### config.mk
export PLATFORM = sky130hd
export DESIGN_NAME = dct16_stream_ctrl
export DESIGN_NICKNAME = d
export VERILOG_FILES = /design/src/rtl/dct_pkg.sv /design/src/rtl/dct16_out_serializer.sv /design/src/rtl/dct16_stream_ctrl.sv
export SDC_FILE = /design/constraint.sdc
export NUM_CORES = 1
export LEC_CHECK = 0
export BUFFER_PORTS_ARGS = -buffer_cell sky130_fd_sc_hd__clkbuf_2
export CAP_MARGIN = 20
export CORE_MARGIN = 2
export CORE_UTILIZATION = 45
export CTS_CLUSTER_SIZE = 14
export DETAILED_ROUTE_END_ITERATION = 8
export PLACE_DENSITY = 0.7
export SETUP_SLACK_MARGIN = 0.02
export SYNTH_ARGS = -nofsm -noshare
export SYNTH_HDL_FRONTEND = slang
export SYNTH_SLANG_ARGS = --single-unit
export TNS_END_PERCENT = 10
### constraint.sdc
create_clock -name clk -period 2.52 [get_ports clk]
set_input_delay 0.63 -clock clk [delete_from_list [all_inputs] [get_ports clk]]
set_output_delay 0.63 -clock clk [all_outputs]
set_load 0.01 [all_outputs]
### src/rtl/dct_pkg.sv
// rtl/dct_pkg.sv - shared sizes, FSM states and frame packing for the dct16 sequencer
package dct_pkg;

    localparam int N           = 16;
    localparam int W           = 16;
    localparam int DCT_LATENCY = 2;

    typedef enum logic [1:0] {
        FILL    = 2'd0,
        COMPUTE = 2'd1,
        HANDOFF = 2'd2
    } state_e;

    typedef logic [N-1:0][W-1:0] frame_t;

    // Entry 0 lands in the least significant W bits, matching xin0/X0 of dct16.
    function automatic logic [N*W-1:0] pack_frame(input frame_t f);
        logic [N*W-1:0] r;
        for (int i = 0; i < N; i++) begin
            r[i*W +: W] = f[i];
        end
        return r;
    endfunction

    function automatic frame_t unpack_frame(input logic [N*W-1:0] v);
        frame_t f;
        for (int i = 0; i < N; i++) begin
            f[i] = v[i*W +: W];
        end
        return f;
    endfunction

endpackage

### src/rtl/dct16_out_serializer.sv
// rtl/dct16_out_serializer.sv - coefficient buffer drained one beat at a time on the m_* stream
module dct16_out_serializer
    import dct_pkg::*;
(
    input  logic         clk,
    input  logic         rst,
    input  logic         load,
    input  frame_t       load_data,
    input  logic         m_ready,
    output logic         m_valid,
    output logic [W-1:0] m_data,
    output logic [3:0]   m_index,
    output logic         m_last,
    output logic         out_full,
    output logic         done_next
);

    frame_t     out_buf_q, out_buf_d;
    logic [3:0] rd_idx_q, rd_idx_d;
    logic       out_full_q, out_full_d;

    always_comb begin
        out_buf_d  = out_buf_q;
        rd_idx_d   = rd_idx_q;
        out_full_d = out_full_q;
        done_next  = out_full_q && m_ready && (rd_idx_q == 4'd15);
        // A load coinciding with the final beat takes priority so there is no bubble.
        if (load) begin
            out_buf_d  = load_data;
            rd_idx_d   = 4'd0;
            out_full_d = 1'b1;
        end else if (out_full_q && m_ready) begin
            rd_idx_d = rd_idx_q + 4'd1;
            if (rd_idx_q == 4'd15) begin
                out_full_d = 1'b0;
            end
        end
    end

    always_ff @(posedge clk) begin
        if (rst) begin
            out_buf_q  <= '0;
            rd_idx_q   <= 4'd0;
            out_full_q <= 1'b0;
        end else begin
            out_buf_q  <= out_buf_d;
            rd_idx_q   <= rd_idx_d;
            out_full_q <= out_full_d;
        end
    end

    assign m_valid  = out_full_q;
    assign m_data   = out_buf_q[rd_idx_q];
    assign m_index  = rd_idx_q;
    assign m_last   = (rd_idx_q == 4'd15);
    assign out_full = out_full_q;

endmodule

### src/rtl/dct16_stream_ctrl.sv
// rtl/dct16_stream_ctrl.sv - collects a sample frame, holds it for dct16, hands results to the serializer
module dct16_stream_ctrl
    import dct_pkg::*;
(
    input  logic           clk,
    input  logic           rst,
    input  logic           s_valid,
    output logic           s_ready,
    input  logic [W-1:0]   s_data,
    input  logic           s_last,
    output logic [N*W-1:0] dct_x,
    input  logic [N*W-1:0] dct_X,
    output logic           m_valid,
    input  logic           m_ready,
    output logic [W-1:0]   m_data,
    output logic [3:0]     m_index,
    output logic           m_last,
    output logic           busy,
    output logic [15:0]    frames_done
);

    state_e      state_q, state_d;
    frame_t      in_buf_q, in_buf_d;
    logic [3:0]  wr_idx_q, wr_idx_d;
    logic [1:0]  wait_cnt_q, wait_cnt_d;
    logic [15:0] frames_done_q, frames_done_d;
    logic        load;
    logic        out_full;
    logic        done_next;

    always_comb begin
        state_d       = state_q;
        in_buf_d      = in_buf_q;
        wr_idx_d      = wr_idx_q;
        wait_cnt_d    = wait_cnt_q;
        frames_done_d = frames_done_q;
        s_ready       = 1'b0;
        load          = 1'b0;
        case (state_q)
            FILL: begin
                s_ready = 1'b1;
                if (s_valid) begin
                    in_buf_d[wr_idx_q] = s_data;
                    if (wr_idx_q == 4'd15 || s_last) begin
                        // Short frames are zero-padded so stale samples never reach dct16.
                        for (int i = 0; i < N; i++) begin
                            if (i > int'(wr_idx_q)) begin
                                in_buf_d[i] = '0;
                            end
                        end
                        wr_idx_d   = 4'd0;
                        wait_cnt_d = 2'd0;
                        state_d    = COMPUTE;
                    end else begin
                        wr_idx_d = wr_idx_q + 4'd1;
                    end
                end
            end
            COMPUTE: begin
                wait_cnt_d = wait_cnt_q + 2'd1;
                if (wait_cnt_q == 2'(DCT_LATENCY - 1)) begin
                    state_d = HANDOFF;
                end
            end
            HANDOFF: begin
                if (!out_full || done_next) begin
                    load          = 1'b1;
                    frames_done_d = frames_done_q + 16'd1;
                    state_d       = FILL;
                end
            end
            default: state_d = FILL;
        endcase
    end

    always_ff @(posedge clk) begin
        if (rst) begin
            state_q       <= FILL;
            in_buf_q      <= '0;
            wr_idx_q      <= 4'd0;
            wait_cnt_q    <= 2'd0;
            frames_done_q <= 16'd0;
        end else begin
            state_q       <= state_d;
            in_buf_q      <= in_buf_d;
            wr_idx_q      <= wr_idx_d;
            wait_cnt_q    <= wait_cnt_d;
            frames_done_q <= frames_done_d;
        end
    end

    assign dct_x       = pack_frame(in_buf_q);
    assign busy        = (state_q != FILL) || (wr_idx_q != 4'd0) || out_full;
    assign frames_done = frames_done_q;

    dct16_out_serializer u_ser (
        .clk       (clk),
        .rst       (rst),
        .load      (load),
        .load_data (unpack_frame(dct_X)),
        .m_ready   (m_ready),
        .m_valid   (m_valid),
        .m_data    (m_data),
        .m_index   (m_index),
        .m_last    (m_last),
        .out_full  (out_full),
        .done_next (done_next)
    );

endmodule
# Word-level counts from Yosys, hierarchy flattened
# Index checks and enable logic that the tools add are counted.
[totals] out_inout_bits=296 regBits=541 wordCells=125 in_bits=277
[op_classes] magnitude_cmp=18 n_addsub=4 n_eq_ne=9 mux=36 reduce_logical=20
[ops] operator="16-bit 2-to-1 mux" count=17
[ops] operator="256-bit bitwise mux" count=1
[ops] operator="240-bit 2-to-1 mux" count=1
[ops] operator="16-bit binary-select mux with 4-bit select" count=1
[ops] operator="16-bit demux with 4-bit select" count=1
[ops] operator="4-bit greater-than comparator (first input constant)" count=8
[ops] operator="16-bit by 1-bit adder with 16-bit output (second input constant)" count=1
[ops] operator="3-bit by 4-bit greater-than comparator with 1-bit output (first input constant)" count=4
[ops] operator="2-bit 2-to-1 mux" count=6
[ops] operator="4-bit by 5-bit less-than comparator with 1-bit output (second input constant)" count=2
[ops] operator="4-bit by 1-bit adder with 4-bit output (second input constant)" count=2
[ops] operator="4-bit == test (second input constant)" count=2
[ops] operator="2-bit by 4-bit greater-than comparator with 1-bit output (first input constant)" count=2
[ops] operator="2-bit inequality test (second input constant)" count=4
[ops] operator="2-bit nonzero test" count=4
[ops] operator="1-bit 2-to-1 mux" count=6
[ops] operator="2-bit case mux with 3 select lines" count=1
[ops] operator="2-bit AND reduction" count=3
[ops] operator="2-bit by 1-bit == test with 1-bit output (second input constant)" count=2
[ops] operator="4-bit by 1-bit >= comparator with 1-bit output (second input constant)" count=1
[ops] operator="1-bit by 4-bit greater-than comparator with 1-bit output (first input constant)" count=1
[ops] operator="1-bit logical OR" count=4
[ops] operator="4-bit 2-to-1 mux" count=1
[ops] operator="2-bit case mux with 2 select lines" count=1
[ops] operator="other kinds (9)" count=11

# Longest topological paths before layout
# Gate-level depths: netlist of the first run.
[logic_depth] depth_word=7 mapped_depth=8 ltp_nobuf=6

# Modules after synthesis
# From an unflattened synthesis of the first run, not the netlist that was laid out.
[hier_totals] cells_unflattened=2291 area_unflattened_um2=21490.6
[by_module_without_submodules] mod="dct16_out_serializer" area_per_inst_um2=11014.3 cells_each=988 seq_area_each_um2=5225.0 instances=1
[by_module_without_submodules] mod="dct16_stream_ctrl" area_per_inst_um2=10476.3 cells_each=1303 seq_area_each_um2=5605.4 instances=1

# Worst setup path after synthesis of the first run
# Ideal clock, no wire load.
[synth_path] kind="register to output" from="register u_ser.rd_idx_q[0] (netlist: u_ser.m_index[0])" to="output m_data[10]" stages_incl_launch_ff=6 n_path_buf=2 arrival_time_ps=1805 slack_ps=85 required_ps=1890 cell_sequence="dfxtp_1 > buf_2 > buf_2 > mux4_2 > a22oi_1 > nand2_1"
[synth_between] elab_chain_cells=2
[synth_rtl] item="start: declaration" line="dct16_out_serializer.sv:19" text="logic [3:0] rd_idx_q, rd_idx_d;"
[synth_rtl] item="start signal: assignment" line="dct16_out_serializer.sv:47" text="rd_idx_q <= rd_idx_d;"
[synth_rtl] item="16-bit binary-select mux with 4-bit select" line="dct16_out_serializer.sv:53" text="assign m_data = out_buf_q[rd_idx_q];"
[synth_rtl] item="16-bit 2-to-1 mux (implied by the code)" line="dct16_out_serializer.sv:53"
[synth_rtl] item="end: declaration" line="dct16_stream_ctrl.sv:15" text="output logic [W-1:0] m_data,"
# No other way between the ends. The select of a mux whose other input is x is not followed.

# Worst setup path after layout of the first run
[layout_path] from="register u_ser.rd_idx_q[0] (netlist: u_ser.m_index[0])" to="output m_data[3]"
# Same word-level chain as after synthesis.

==> results.sh, run 1 <==
export IMPL_status="complete, but fails checks"
export IMPL_violations="negative setup slack"
export IMPL_avgSynthCellArea_um2=8.24
export IMPL_die_h_um=221
export IMPL_worstSkewPairLatency_ns=0.61
export IMPL_syn_instance_count=2578
export IMPL_timing_final_crit_share=1.17
export IMPL_peakVddDrop_mv=0.519
export IMPL_path_delay_family="multiplexers"
export IMPL_synth_fp_nets=2863
export IMPL_grt_max_degree=205
export IMPL_path_class="reg -> out"
export IMPL_vias=20300
export IMPL_synth_top_area_share=0.510
export IMPL_rows=79
export IMPL_drc=0
export IMPL_fin_crit_ns=2.95
export IMPL_netlist_top_cells_count="1,018 x nand2_1, 541 x dfxtp_1, 510 x a21oi_1, 113 x clkbuf_1, 85 x buf_2"
export IMPL_cpMaxStageDelayCell="mux4_2"
export IMPL_drv_slew=0
export IMPL_synth_seq_cells=541
export IMPL_grt_use_total=0.280
export IMPL_critPathMaxFanout=10
export IMPL_final_antenna_net_count=0
export IMPL_dp_hpwl_um=52300
export IMPL_portBuffers=572
export IMPL_cts_max_level=2
export IMPL_ios=573
export IMPL_die_width_um=221
export IMPL_p_leak_nw=10.2
export IMPL_cts_made_buffers=55
export IMPL_synth_warning_count=0
export IMPL_instances_no_fill=3723
export IMPL_grt_pass1_wl_um=109000
export IMPL_drtIter0Drc=1926
export IMPL_drive_gt1_frac=0.277
export IMPL_crit_path_end_kind="output port"
export IMPL_coreArea_um2=46600
export IMPL_fmax_mhz=339
export IMPL_yosysUniqueCellTypes=51
export IMPL_first_global_vias=19300
export IMPL_setup_slack_ns=-0.433
export IMPL_slew_headroom=0.343
export IMPL_arrival_ns=2.32
export IMPL_place_congestion=0.951
export IMPL_clock_sinks=541
export IMPL_globalRoute_totalOverflow=0
export IMPL_die_area_um2=48900
export IMPL_r2r_setup_slack_ns=0.05
export IMPL_rsz0062_at_grt="yes"
export IMPL_worst_path_largest_cell_delay_ns=0.53
export IMPL_synth_top_area_cell="dfxtp_1"
export IMPL_worstMarginPinSlew_ns=0.986
export IMPL_hold_violations=0
export IMPL_viasPerCell=5.46
export IMPL_root_buffer="clkbuf_16"
export IMPL_path_cells="buf_12 -> mux4_2 -> a22oi_2 -> buf_4 -> nand2_1 -> clkbuf_2"
export IMPL_routedWlPerCell_um=19.4
export IMPL_clkSlewWorstSetupHoldPaths_ns=0.06
export IMPL_synth_area_leaders="dfxtp_1 51%, nand2_1 18%, a21oi_1 12%"
export IMPL_place_inst=3603
export IMPL_postCtsHoldBufs=0
export IMPL_fin_tns_setup_ns=-6.38
export IMPL_skew_ns=0.0188
export IMPL_yosysMostFrequentCell="nand2_1"
export IMPL_startpoint_type="register"
export IMPL_finalSetupViolations=16
export IMPL_synth_flop_cell="dfxtp_1"
export IMPL_cap_viol_max_count=0
export IMPL_hp_class="in -> reg"
export IMPL_fin_nets=3347
export IMPL_final_util=0.573
export IMPL_clockBufferDepth=3
export IMPL_antenna_found_initial=9
export IMPL_crit_required_ns=1.89
export IMPL_ys_seq_area_frac=0.510
export IMPL_wl_um=72100
export IMPL_syn_cell_area_um2=21200
export IMPL_dr_pass1_iters=5
export IMPL_initial_core_util=0.456
export IMPL_areaGrowthSynthToFinish_pct=25.7
export IMPL_synth_edff_count=0
export IMPL_critical_path_n_buffers_inverters=3
export IMPL_async_reset_ff_frac=0
export IMPL_cts_tree="built"
export IMPL_power_density_nw_per_um2=672
## cell type report
class,instances,area [um2]
antenna,8,20.0
clock buffer,80,1620
clock inverter,23,245
fill,4140,19900
inverter,7,26.3
multi-input combinational,1806,9510
sequential,541,10800
tap,607,759
timing repair buffer,651,3680
## routing by layer
layer  share of wire  wire length, um  vias up  GRT usage
met4           0.050             3620        2      0.143
met5         0.00017               12        -          0
met2            0.48            34900      983      0.477
met3           0.077             5580      196     0.0491
li1                -                -     9532          -
met1            0.39            28000     9616      0.340
## flip-flops by register name (all words and copies together) (netlist names)
name	cells
dct_x	256
u_ser.m_index	4
wait_cnt_q	2
wr_idx_q	4
state_q	2
frames_done	16
u_ser.m_valid	1
u_ser.out_buf_q	256
## final timing paths
check,endpoint,cells after the start,startpoint
max,m_data[3],6,u_ser.m_index[0]
min,u_ser.out_buf_q[122],3,dct_X[122]
max reg2reg,u_ser.out_buf_q[171],7,u_ser.m_index[0]
min reg2reg,u_ser.out_buf_q[182],2,u_ser.out_buf_q[182]
## where the power goes
group | internal, W | leakage (nW) | switching (W)
Clock | 0.00489 | 0.933 | 0.00346
Combinational | 0.000321 | 4.92 | 0.000606
Sequential | 0.00861 | 4.36 | 0.0000429
## layout by cell type (no fill, tap or decap), types with 19 or more instances in the layout
master / instances
a21oi_1: 508
buf_4: 62
clkbuf_16: 56
nand2_1: 1016
nand3_1: 23
nor2_1: 20
a22oi_2: 19
clkbuf_2: 571
mux4_2: 64
dfxtp_1: 537
## kinds of logic (layout without fill, tap and decap cells)
kind of cell / count (synthesis) / after routing / synth area share
AND/OR/NAND/NOR: 1126 / 1126 / 0.212
AO/OA/AOI/OAI: 592 / 592 / 0.150
flip-flops: 541 / 541 / 0.510
buffers and inverters: 231 / 761 / 0.0486
multiplexers: 68 / 68 / 0.0699
XOR/XNOR: 12 / 12 / 0.00495
adder cells (fa/ha/maj): 8 / 8 / 0.00471
other: 0 / 8 / 0
## worst reg2reg max path, cell delays in order (launching register included)
cell	delay, ns
dfxtp_4	0.41
buf_12	0.20
ha_2	0.25
nand4_4	0.22
a21o_4	0.36
buf_16	0.25
nand2_1	0.55
a21oi_1	0.09
## per-stage QoR
step                instance area [um2]  setup WS [ns]  hold slack [ns]  total power [W]
floorplan                         21200         0.0854            0.433          0.00926
detailed placement                24600         0.0597            0.443          0.00976
global route                      26700         -0.533            0.233           0.0184
global placement                  24600          0.123            0.438          0.00974
finish                            26700         -0.433            0.240           0.0179
CTS                               26600         -0.493            0.217           0.0180
## what timing repair did
item,CTS,global route
gates cloned,0,0
resized for setup,14,15
pin swaps,11,3
endpoints found under the setup margin,18,143
setup buffers,7,1
Note: power is estimated with default switching activity, not from simulation.
==> run 2, diff against run 1 <==
--- a/config.mk
+++ b/config.mk
@@ -9,7 +9,7 @@
 export CAP_MARGIN = 20
 export CORE_MARGIN = 2
 export CORE_UTILIZATION = 45
-export CTS_CLUSTER_SIZE = 14
+export CTS_CLUSTER_SIZE = 10
 export DETAILED_ROUTE_END_ITERATION = 8
 export PLACE_DENSITY = 0.7
 export SETUP_SLACK_MARGIN = 0.02
==> constraint.sdc (replaced) <==
create_clock -name clk -period 3.8 [get_ports clk]
set_input_delay 0.95 -clock clk [delete_from_list [all_inputs] [get_ports clk]]
set_output_delay 0.95 -clock clk [all_outputs]
set_load 0.01 [all_outputs]
==> run 2 against run 1 <==
  * The flow now finishes without violations
  * Non-clock buffer count is 51 lower
  * Sequential power shrank 34%
  * Register-to-register slack better by 0.78 ns
  * Cell area is 3.2% lower
  * Flip-flop and latch count unchanged
  * Worst setup slack improved by 0.66 ns
  * Hold slack better by 0.21 ns
  * Largest power group unchanged
  * Cell count shrank 2.2%
  * Routed wire length shrank 0.19%
  * Count of clock-buffer cells in the layout down 12
  * Sequential share of layout area up 1.3 points
==> results.sh, run 2 (same netlist as run 1, synthesis figures left out) <==
export IMPL_drive_gt1_frac=0.250
export IMPL_ios=573
export IMPL_fin_crit_ns=3.57
export IMPL_drv_slew=0
export IMPL_worstMarginPinSlew_ns=1.23
export IMPL_clockBufferDepth=3
export IMPL_skew_ns=0.0115
export IMPL_hp_class="reg -> reg"
export IMPL_globalRoute_totalOverflow=0
export IMPL_postCtsHoldBufs=0
export IMPL_die_width_um=221
export IMPL_grt_pass1_wl_um=109000
export IMPL_first_global_vias=19000
export IMPL_die_h_um=221
export IMPL_fin_nets=3301
export IMPL_hold_violations=0
export IMPL_setup_slack_ns=0.225
export IMPL_p_sw_frac=0.230
export IMPL_cts_tree="built"
export IMPL_p_leak_nw=9.79
export IMPL_initial_core_util=0.456
export IMPL_p_switching_w=0.00261
export IMPL_worstSkewPairLatency_ns=0.62
export IMPL_startpoint_type="register"
export IMPL_seq_power_share=0.506
export IMPL_root_buffer="clkbuf_16"
export IMPL_crit_required_ns=2.85
export IMPL_die_area_um2=48900
export IMPL_fin_tns_setup_ns=0
export IMPL_crit_path_end_kind="output port"
export IMPL_fmax_mhz=280
export IMPL_path_class="reg -> out"
export IMPL_final_cell_mix="1,018 x nand2_1, 571 x clkbuf_2, 539 x dfxtp_1, 509 x a21oi_1, 64 x mux4_2"
export IMPL_power_density_nw_per_um2=440
export IMPL_pwr_share_comb=0.052
export IMPL_final_common_cell="nand2_1"
export IMPL_wl_um=71900
export IMPL_timing_final_crit_share=0.941
export IMPL_critPathMaxFanout=9
export IMPL_grt_use_total=0.281
export IMPL_dp_hpwl_um=51500
export IMPL_cts_made_buffers=60
export IMPL_dr_pass1_iters=5
export IMPL_grt_max_degree=257
export IMPL_rsz0062_at_grt="no"
export IMPL_clock_sinks=541
export IMPL_slew_headroom=0.182
export IMPL_cts_resized=0
export IMPL_drc=0
export IMPL_postCtsSetupBuffers=3
export IMPL_status="finished clean"
export IMPL_pre_cts_ws_ns=0.559
export IMPL_portBuffers=572
export IMPL_areaGrowthSynthToFinish_pct=21.7
export IMPL_clock_power_share=0.442
export IMPL_vias=20000
export IMPL_place_congestion=0.892
export IMPL_peakVddDrop_mv=0.358
export IMPL_finalSetupViolations=0
export IMPL_cap_viol_max_count=0
export IMPL_p_int_w=0.00875
export IMPL_arrival_ns=2.62
export IMPL_drtIter0Drc=1714
export IMPL_n_fill_cell=4278
export IMPL_clkSlewWorstSetupHoldPaths_ns=0.06
export IMPL_viasPerCell=5.48
export IMPL_routedWlPerCell_um=19.8
export IMPL_final_antenna_net_count=0
export IMPL_coreArea_um2=46600
export IMPL_antenna_found_initial=10
export IMPL_cts_max_level=2
export IMPL_rows=79
-- run 2: metal layers --
metal | part of all wire | wire, um | global-route usage
met4 | 0.050 | 3600 | 0.143
met2 | 0.49 | 34900 | 0.476
met1 | 0.38 | 27600 | 0.343
met3 | 0.081 | 5800 | 0.0514
met5 | 0.00022 | 16 | 0
-- run 2: critical path, stage by stage, from the launching register on --
cell and delay, ns:
dfxtp_4 0.37, buf_4 0.23, mux4_2 0.53, a22oi_1 0.54, nand2_1 0.17, clkbuf_2 0.16
-- run 2: area by class of cell --
cell class | instances | area [um2] | area share
tap | 607 | 759 | 0.0294
multi-input combinational | 1806 | 9390 | 0.364
sequential | 541 | 10800 | 0.420
antenna | 9 | 22.5 | 0.000872
clock buffer | 68 | 1560 | 0.0605
inverter | 7 | 26.3 | 0.00102
timing repair buffer | 600 | 3210 | 0.124
clock inverter | 3 | 22.5 | 0.000872
-- run 2: per-stage QoR --
stage / hold WS (ns) / instances / util / cell area, um2 / power (W)
final: 0.450 / 3641 / 0.555 / 25800 / 0.0114
after global routing: 0.467 / 3641 / 0.555 / 25800 / 0.0117
after CTS: 0.450 / 3630 / 0.554 / 25800 / 0.0114
after detailed placement: 0.446 / 3556 / 0.520 / 24200 / 0.00645
after global placement: 0.440 / 3556 / 0.520 / 24200 / 0.00644
after floorplan: 0.433 / 2578 / - / 21200 / 0.00614
-- run 2: worst paths after layout --
check	start	to	slack (ns)	cells past startpoint
min reg2reg	u_ser.out_buf_q[229]	u_ser.out_buf_q[229]	0.45	2
max reg2reg	u_ser.m_index[1]	u_ser.out_buf_q[36]	0.83	7
max	u_ser.m_index[0]	m_data[7]	0.23	5
min	u_ser.out_buf_q[229]	u_ser.out_buf_q[229]	0.45	2
-- run 2: power by group through the flow --
stage          Sequential (W)  Combinational [W]  Clock (W)
2_1_floorplan         0.00587           0.000274          0
3_3_place_gp          0.00587           0.000573          0
3_5_place_dp          0.00587           0.000580          0
4_1_cts               0.00574           0.000583    0.00509
5_1_grt               0.00575           0.000629    0.00532
6_report              0.00575           0.000592    0.00503
